$ cat config.mk
export PLATFORM = sky130hd
export DESIGN_NAME = soft_reset_gen
export DESIGN_NICKNAME = d
export VERILOG_FILES = /design/src/rtl/soft_reset_gen.sv
export SDC_FILE = /design/constraint.sdc
export NUM_CORES = 1
export LEC_CHECK = 0
export CAP_MARGIN = 20
export CORE_AREA = 2 2 39 41
export DETAILED_ROUTE_END_ITERATION = 8
export DIE_AREA = 0 0 41 43
export DONT_BUFFER_PORTS = 1
export PLACE_DENSITY = 0.7
export SLEW_MARGIN = 20
export SYNTH_ARGS = -nofsm -noshare
export SYNTH_HDL_FRONTEND = slang
export SYNTH_SLANG_ARGS = --single-unit
export TNS_END_PERCENT = 10
$ cat constraint.sdc
create_clock -name clk -period 2.7 [get_ports clk]
set_clock_uncertainty 0.2 [all_clocks]
set_input_delay 0 -clock clk [delete_from_list [all_inputs] [get_ports clk]]
set_output_delay 0 -clock clk [all_outputs]
set_load 0.005 [all_outputs]
$ cat src/rtl/soft_reset_gen.sv
// soft_reset_gen: request/acknowledge soft-reset sequencer producing a registered auxiliary reset pulse.
// Optional watchdog trigger is built only when SOFT_RST_WDT_EN is defined.
module soft_reset_gen #(
  parameter int unsigned PULSE_CYCLES   = 4,
  parameter int unsigned HOLDOFF_CYCLES = 32,
  parameter int unsigned WDT_CYCLES     = 1048576
) (
  input  logic       clk,
  input  logic       aresetn,
  input  logic       i_req,
  output logic       o_ack,
  input  logic       i_sys_resetn_sync,
  output logic       o_aux_resetn,
  output logic       o_busy,
  output logic [1:0] o_cause,
  input  logic       i_wdt_en,
  input  logic       i_wdt_kick
);

  localparam int unsigned CNT_W   = 8;
  localparam int unsigned CAUSE_W = 2;
  localparam logic [CNT_W-1:0]   PULSE_LAST   = CNT_W'(PULSE_CYCLES - 1);
  localparam logic [CNT_W-1:0]   HOLDOFF_LAST = CNT_W'(HOLDOFF_CYCLES - 1);
  localparam logic [CNT_W-1:0]   CONFIRM_LAST = CNT_W'(254);
  localparam logic [CAUSE_W-1:0] CAUSE_SOFT   = CAUSE_W'(1);
  localparam logic [CAUSE_W-1:0] CAUSE_WDT    = CAUSE_W'(2);

  typedef enum logic [1:0] {
    S_IDLE    = 2'd0,
    S_ASSERT  = 2'd1,
    S_CONFIRM = 2'd2,
    S_HOLDOFF = 2'd3
  } state_t;

  state_t               r_state;
  state_t               w_state_nxt;
  logic [CNT_W-1:0]     r_cnt;
  logic [CNT_W-1:0]     w_cnt_nxt;
  logic                 r_ack;
  logic                 w_ack_nxt;
  logic                 r_aux_resetn;
  logic                 r_busy;
  logic [CAUSE_W-1:0]   r_cause;
  logic [CAUSE_W-1:0]   w_cause_nxt;
  logic                 w_wdt_fire;

  // State and output registers; outputs are derived from the next state so they change only on edges.
  always_ff @(posedge clk or negedge aresetn) begin
    if (!aresetn) begin
      r_state      <= S_IDLE;
      r_cnt        <= '0;
      r_ack        <= 1'b0;
      r_aux_resetn <= 1'b1;
      r_busy       <= 1'b0;
      r_cause      <= '0;
    end else begin
      r_state      <= w_state_nxt;
      r_cnt        <= w_cnt_nxt;
      r_ack        <= w_ack_nxt;
      r_aux_resetn <= (w_state_nxt != S_ASSERT);
      r_busy       <= (w_state_nxt != S_IDLE);
      r_cause      <= w_cause_nxt;
    end
  end

  // Next-state logic; one shared counter is cleared on every state change.
  always_comb begin
    w_state_nxt = r_state;
    w_cnt_nxt   = r_cnt;
    w_ack_nxt   = 1'b0;
    w_cause_nxt = r_cause;
    case (r_state)
      S_IDLE: begin
        w_cnt_nxt = '0;
        if (w_wdt_fire) begin
          w_state_nxt = S_ASSERT;
          w_cause_nxt = CAUSE_WDT;
        end else if (i_req) begin
          w_state_nxt = S_ASSERT;
          w_ack_nxt   = 1'b1;
          w_cause_nxt = CAUSE_SOFT;
        end
      end
      S_ASSERT: begin
        if (r_cnt == PULSE_LAST) begin
          w_state_nxt = S_CONFIRM;
          w_cnt_nxt   = '0;
        end else begin
          w_cnt_nxt = r_cnt + CNT_W'(1);
        end
      end
      S_CONFIRM: begin
        if (i_sys_resetn_sync || (r_cnt == CONFIRM_LAST)) begin
          w_state_nxt = S_HOLDOFF;
          w_cnt_nxt   = '0;
        end else begin
          w_cnt_nxt = r_cnt + CNT_W'(1);
        end
      end
      S_HOLDOFF: begin
        if (r_cnt == HOLDOFF_LAST) begin
          w_state_nxt = S_IDLE;
          w_cnt_nxt   = '0;
        end else begin
          w_cnt_nxt = r_cnt + CNT_W'(1);
        end
      end
      default: begin
        w_state_nxt = S_IDLE;
        w_cnt_nxt   = '0;
      end
    endcase
  end

`ifdef SOFT_RST_WDT_EN
  localparam int unsigned        WDT_W    = 24;
  localparam logic [WDT_W-1:0]   WDT_LAST = WDT_W'(WDT_CYCLES - 1);

  logic [WDT_W-1:0] r_wdt_cnt;

  // A kick in the expiry cycle suppresses the trigger.
  assign w_wdt_fire = (r_state == S_IDLE) && i_wdt_en && !i_wdt_kick && (r_wdt_cnt == WDT_LAST);

  // Watchdog counts only in IDLE, clears on kick/disable/entry to ASSERT, holds elsewhere.
  always_ff @(posedge clk or negedge aresetn) begin
    if (!aresetn) begin
      r_wdt_cnt <= '0;
    end else if (r_state == S_IDLE) begin
      if (i_wdt_kick || !i_wdt_en || (w_state_nxt == S_ASSERT)) begin
        r_wdt_cnt <= '0;
      end else begin
        r_wdt_cnt <= r_wdt_cnt + WDT_W'(1);
      end
    end
  end
`else
  logic w_unused;

  assign w_wdt_fire = 1'b0;
  assign w_unused   = &{1'b0, i_wdt_en, i_wdt_kick, WDT_CYCLES[0]};
`endif

  assign o_ack        = r_ack;
  assign o_aux_resetn = r_aux_resetn;
  assign o_busy       = r_busy;
  assign o_cause      = r_cause;

endmodule

==> results.txt, run 1 <==
Worst setup EP type: flop
Sequential element share of the synthesized area: 0.5009
Post-route insts no fill: 87
CP Max Fanout: 7
TritonRoute pass-1 iters: 4
Share of cells above drive strength 1: 0.1268
Vias in the first global route: 455
Die Y-Extent: 43 um
Final Cycle Share: 0.7710
Fillers: 127
Worst setup path class: reg2reg
First-pass GRT wire length: 1869 um
Mean cell area of the mapped netlist: 10.64 um2
# IOs: 11
Synth async-reset ratio: 1.000
Critical-path top delay cell: or4b_4
Worst reg2reg startpoint: r_cnt[0]
CTS tree: yes
Max Clk Rate: 480.4 MHz
Final hold vios: 1
Complex-gate fraction of the synthesized area: 0.1034
Top post-synthesis cells by area: dfrtp_1 46%, nor2_1 6.4%, dfstp_2 3.7%, xor2_1 3.7%, ha_1 3.6%
Port Buf Inserts: 0
DR WL/cell: 13.14 um
FF-to-FF End: r_cnt[6]
Worst hold stages: 3
EDFF count, synth: 0
Crit path cell chain: ha_1 > or4b_4 > o221ai_2 > a21boi_4 > nor2_1
# setup viols final: 0
Largest family of logic cells by synthesized area: simple AND/OR/NAND/NOR gates
Reg area: 351.6 um2
Clock transition at path regs: 90 ps
Pin count of the biggest net entering global routing: 15
Hold Path Class: in2reg
Delay-heaviest family, CP: simple AND/OR/NAND/NOR gates
Total core area: 1384 um2
Worst-Margin Slew: 602.4 ps
Post-DP HPWL: 791.8 um
Initial detailed-routing violation count: 16
Vias: 499
Total clock sinks: 14
Post-synthesis cell count: 66
GPL Wtd Cong: 0.8179
CP arrival: 2050 ps
Area growth syn-to-layout: 10.34%
Pleak: 0.3416 nW
Power density over cell area: 902.9 nW/um2
Root Driver: clkbuf_4
Number of max-slew violations in the final report: 0
R2r setup slk: 620 ps
CTS Hold Bufs: 4
Starting Density: 0.5072
Global Route Usage Sum: 0.1593
CTS Buf Count: 3
Diodes inserted: 0
Yosys warning total: 0
Die X: 41 um
Buffer and inverter count on the worst path: 0
Top FF cell, synth: dfrtp_1
Grt ovf: 0
Post-Synth XOR/XNOR Area: 0.06239
Rows: 14
Synth top area share: 0.4635
Mux contribution to synthesized area: 0
Synth area leader: dfrtp_1
Worst Reg2Reg Path Length in Cells: 5
Peak VDD IR: 0.3843 mV
Critical path's largest stage delay: 500 ps
Setup Buffers After CTS: 0
Max Buffers Root-to-Sink: 2
Worst path required time: 2670 ps
Post-synthesis register bit count: 14
Post-synth net total: 74
Clk Latency, worst-skew pair: 280 ps
Post-Synth Adder-Cell Area: 0.03565
Worst relative slew slack: 0.5971
Full die area: 1763 um2
Initial antenna violation count: 0
Syn Std Cell Area: 701.9 um2
Crit path launch type: flop
Setup TNS: 0 ps
Multi-input gate area: 319.1 um2
Failing checks: hold timing
Dpl cells: 79
Drt via density: 5.736
Distinct cells, synth: 31
Worst hold slack: -1.958 ps
Synth Area in Simple Gates: 0.2478
Area after DPL: 698.2 um2
H-tree levels: 1
Post-layout min period: 2082 ps
Total routed wirelength: 1143 um
Nets: 80
Detail Route Antenna Nets: 0
Max_cap viols: 0
Post-layout instance area: 774.5 um2
Drc violations: 0
RSZ-0062 raised after global routing: false
Hold Crit Endpoint: r_state[0]
Status: finished with violations
Post-CTS Resized: 0
Hold Startpoint: i_sys_resetn_sync
==> power by group <==
part	leakage [nW]	total [mW]	internal (mW)	switching, mW
clock network	0.0210	0.153	0.0821	0.0713
registers	0.170	0.350	0.271	0.0781
logic	0.151	0.196	0.0989	0.0974
==> metrics by stage <==
stage	power, mW	setup WS, ps	hold slack (ps)	util
after floorplan	0.5182	782.3	-495.6	-
after global placement	0.5355	642.4	-495.3	0.5045
after detailed placement	0.5423	620.6	-495.3	0.5045
after CTS	0.7021	603.1	5.321	0.5597
after global routing	0.7442	515.6	27.59	0.5597
final	0.6993	618.4	-1.958	0.5597
==> cells in the final DEF, fill, tap and decap left out, drive strengths merged <==
cell type and n:
dfrtp 13, nor2 12, dlygate4sd3 4, clkbuf 4
nand2 3, xor2 3, inv 2, and4 2
nand2b 2, a21oi 2, nand4 2, xnor2 2
a31oi 2, ha 2, or4b 2, and3 1
or4 1, o221ai 1, a21boi 1, nor4b 1
a22o 1, o31ai 1, nor4 1, nand3 1
nor3 1, and2 1, or2 1, conb 1
dfstp 1
==> cells in the mapped netlist, types with 2 or more instances <==
master / number
nand2_1: 3
dfrtp_1: 13
ha_1: 2
a21oi_1: 2
nand4_1: 2
xor2_1: 3
inv_1: 2
and4_1: 2
nand2b_1: 2
nor2_1: 12
xnor2_1: 2
a31oi_1: 2
==> how the worst max path moves through the flow <==
stage               startpoint       end  cells past startpoint
detailed placement    r_cnt[0]  r_cnt[6]                      5
global route          r_cnt[0]  r_cnt[5]                      5
global placement      r_cnt[0]  r_cnt[6]                      5
finish                r_cnt[0]  r_cnt[6]                      5
floorplan             r_cnt[0]  r_cnt[2]                      5
CTS                   r_cnt[0]  r_cnt[6]                      5
==> layout make-up <==
type | count | area share
clock buffers | 4 | 0.04685
well taps | 16 | 0.02585
repair buffers | 4 | 0.05170
inverters | 2 | 0.009693
multi-input cells | 47 | 0.4120
flip-flops and latches | 14 | 0.4540
==> state kept, by name, indices dropped and copies added, names as in the netlist <==
name          count
o_ack             1
r_state           2
r_cnt             8
o_cause           1
o_busy            1
o_aux_resetn      1
==> metal layers <==
metal / track usage / vias up / wire (um)
met5: 0 / - / 0
met4: 0.1000 / 0 / 26
met3: 0.03141 / 4 / 72
met2: 0.2250 / 21 / 493
met1: 0.2143 / 234 / 550
li1: - / 240 / -
==> worst reg2reg max path, delay by kind of cell, from the launching register on <==
family | cells | cell delay, ps
fa+ha+maj | 1 | 260
simple gates | 2 | 580
compound gates | 2 | 520
flops | 1 | 410
==> kinds of logic after synthesis <==
family	count (synthesis)
and+or+nand+nor	31
xor gates and xnor gates	5
AOI/OAI and AO/OA	8
adders and majority gates	2
buffers and inverters	5
DFF	14
other	1
(Power assumes the default switching activity.)
==> run 2, diff against run 1 <==
--- a/config.mk
+++ b/config.mk
@@ -5,12 +5,13 @@
 export SDC_FILE = /design/constraint.sdc
 export NUM_CORES = 1
 export LEC_CHECK = 0
+export ABC_AREA = 1
 export CAP_MARGIN = 20
-export CORE_AREA = 2 2 39 41
+export CORE_MARGIN = 2
+export CORE_UTILIZATION = 53
 export DETAILED_ROUTE_END_ITERATION = 8
-export DIE_AREA = 0 0 41 43
 export DONT_BUFFER_PORTS = 1
-export PLACE_DENSITY = 0.7
+export PLACE_DENSITY = 0.73
 export SLEW_MARGIN = 20
 export SYNTH_ARGS = -nofsm -noshare
 export SYNTH_HDL_FRONTEND = slang
==> constraint.sdc (replaced) <==
create_clock -name clk -period 1.9 [get_ports clk]
set_clock_uncertainty 0.2 [all_clocks]
set_input_delay 0 -clock clk [delete_from_list [all_inputs] [get_ports clk]]
set_output_delay 0 -clock clk [all_outputs]
set_load 0.005 [all_outputs]
==> results.txt, run 2 <==
Status: finished clean
Setup ws final: 320.1 ps
Power density over cell area: 588.8 nW/um2
Max Buffers Root-to-Sink: 2
Post-DP HPWL: 882 um
H-tree levels: 1
Power, Total: 518.6 uW
Commonest cells post-synth: 20 x nand2_1, 14 x inv_1, 13 x dfrtp_1
Crit path launch type: flop
Final design utilization: 0.6525
Pleak: 0.4557 nW
Count leader, synth: nand2_1
Worst Reg2Reg Path Length in Cells: 7
Total clock sinks: 14
Total routed wirelength: 1201 um
RSZ-0062 raised after global routing: false
Post-synthesis cell count: 88
Sequential element share of the synthesized area: 0.4432
Setup Buffers After CTS: 0
Vias in the first global route: 509
CTS Buf Count: 3
Final Cycle Share: 0.8315
CP Max Fanout: 7
Dpl cells: 102
Number of max-slew violations in the final report: 0
Port Buf Inserts: 0
Worst relative slew slack: 0.5825
Global Route Usage Sum: 0.1575
Starting Density: 0.5876
Full die area: 1822 um2
Hold Path Class: reg2reg
Place WS: 319.6 ps
Synth top area share: 0.4101
Post-layout instance area: 880.8 um2
Worst setup EP type: flop
Diodes inserted: 0
Nets: 104
Most flop-heavy register: r_cnt
Drt via density: 4.809
Syn Std Cell Area: 793.3 um2
EDFF count, synth: 0
CP dominant cell by count: nand2_2
R2r setup slk: 320 ps
CTS tree: yes
Vias: 529
Worst path required time: 1870 ps
Worst hold slack: 296.2 ps
Post-route insts no fill: 110
First-pass GRT wire length: 2125 um
Max reg flops: 8
Buffer and inverter count on the worst path: 0
Rows: 13
Biggest regs: r_cnt: 8 flops, r_state: 2 flops
Highest-count cells in the layout ignoring fill and taps: 20 x nand2_1, 14 x inv_1, 13 x dfrtp_1
TritonRoute pass-1 iters: 5
Initial antenna violation count: 0
Delay-heaviest family, CP: simple AND/OR/NAND/NOR gates
Clock transition at path regs: 80 ps
Max_cap viols: 0
Pin count of the biggest net entering global routing: 15
Drc violations: 0
CP arrival: 1550 ps
FF-to-FF End: r_cnt[0]
Most Crowded Layer GR: met2
# setup viols final: 0
Critical path's largest stage delay: 380 ps
Stages on the worst setup path: 7
Synth async-reset ratio: 1.000
Crit path cell chain: ha_1 > nand2_2 > nor2_4 > nand2_1 > nand2_2 > nand3_4 > and2_1
Area after DPL: 804.5 um2
Worst-Margin Slew: 624.1 ps
DR WL/cell: 10.92 um
Top post-synthesis cells by area: dfrtp_1 41%, nand2_1 9.5%, inv_1 6.6%, xor2_1 4.4%, nand3_1 3.8%
Peak VDD IR: 0.3753 mV
Post-layout min period: 1580 ps
Area growth syn-to-layout: 11.04%
Top FF cell, synth: dfrtp_1
Critical-path top delay cell: dfrtp_1
Worst setup path class: reg2reg
Setup TNS: 0 ps
Total core area: 1350 um2
GPL Wtd Cong: 0.7598
Yosys warning total: 0
Commonest non-fill, non-tap cell in the layout: nand2_1
Post-synth net total: 96
Crit path from: r_cnt[1]
Synth area leader: dfrtp_1
Mean cell area of the mapped netlist: 9.014 um2
Post-CTS Resized: 0
Detail Route Antenna Nets: 0
Die X: 42.69 um
Initial detailed-routing violation count: 6
Setup crit end: r_cnt[0]
Share of cells above drive strength 1: 0.2211
GR Layer Usage met2: 0.2545
# IOs: 11
Clk Latency, worst-skew pair: 270 ps
GR Util met1: 0.1951
Root Driver: clkbuf_4
Post-synthesis register bit count: 14
Worst reg2reg startpoint: r_cnt[1]
Grt ovf: 0
Die Y-Extent: 42.69 um
Max Clk Rate: 632.9 MHz
Final hold vios: 0
Met3 Use GR: 0.03830
Distinct cells, synth: 24
[run 2: cell count changes in the layout (fill, tap and decap cells not counted), moves of 2 or more]
cell,change
and4_1,-2
a31oi_1,-2
inv_1,+12
nand4_1,-2
nand2_2,+4
nor2_2,+2
nand2_1,+17
and2_1,+2
nand4_2,+2
nor2_1,-9
nand2b_1,-2
nand3_1,+5
a21oi_1,-2
nor2b_4,+2
[run 2: cell type report]
cell class                      instances  area, um2
Clock buffer                            4      36.28
Fill cell                             113      469.2
Inverter                               15      56.30
Multi-Input combinational cell         58      377.9
Sequential cell                        14      351.6
Tap cell                               15      18.77
Timing Repair Buffer                    4      40.04
[run 2: worst min-delay path by stage]
stage	start	endpoint	slack, ps	cells past startpoint
6_report	o_cause[0]	o_cause[0]	300	1
5_1_grt	i_sys_resetn_sync	r_cnt[4]	310	4
4_1_cts	i_req	o_ack	270	3
3_5_place_dp	aresetn	r_cnt[2]	-500	0
3_3_place_gp	aresetn	r_cnt[2]	-500	0
2_1_floorplan	aresetn	o_ack	-500	0
[run 2: cells by family (layout without fill, tap and decap cells)]
group                      count (synthesis)  in the layout  synth area share
and+or+nand+nor                           48             48            0.3691
adders and majority gates                  2              2           0.03154
DFF                                       14             14            0.4432
buffers and inverters                     16             23           0.08044
xor gates and xnor gates                   5              5           0.05520
other                                      1              1          0.004727
AOI/OAI and AO/OA                          2              2           0.01577
[run 2: report_power, final]
| part | switching, mW | internal [mW] | leakage, nW |
|---|---|---|---|
| Clock | 0.0901 | 0.116 | 0.0210 |
| Sequential | 0 | 0.298 | 0.162 |
| Combinational | 0.00857 | 0.00592 | 0.272 |
| Total | 0.0986 | 0.420 | 0.456 |
[run 2: per-layer routing]
layer  vias up  part of all wire
li1        285                 -
met1       238              0.49
met2         6              0.48
met3         0             0.022
met4         0                 0
met5         -                 0
[run 2: repair_timing]
item / 4_1_cts / 5_1_grt
setup endpoints to repair: 0 / 0
endpoints found under the hold margin: 27 / 0
hold buffers: 4 / 0
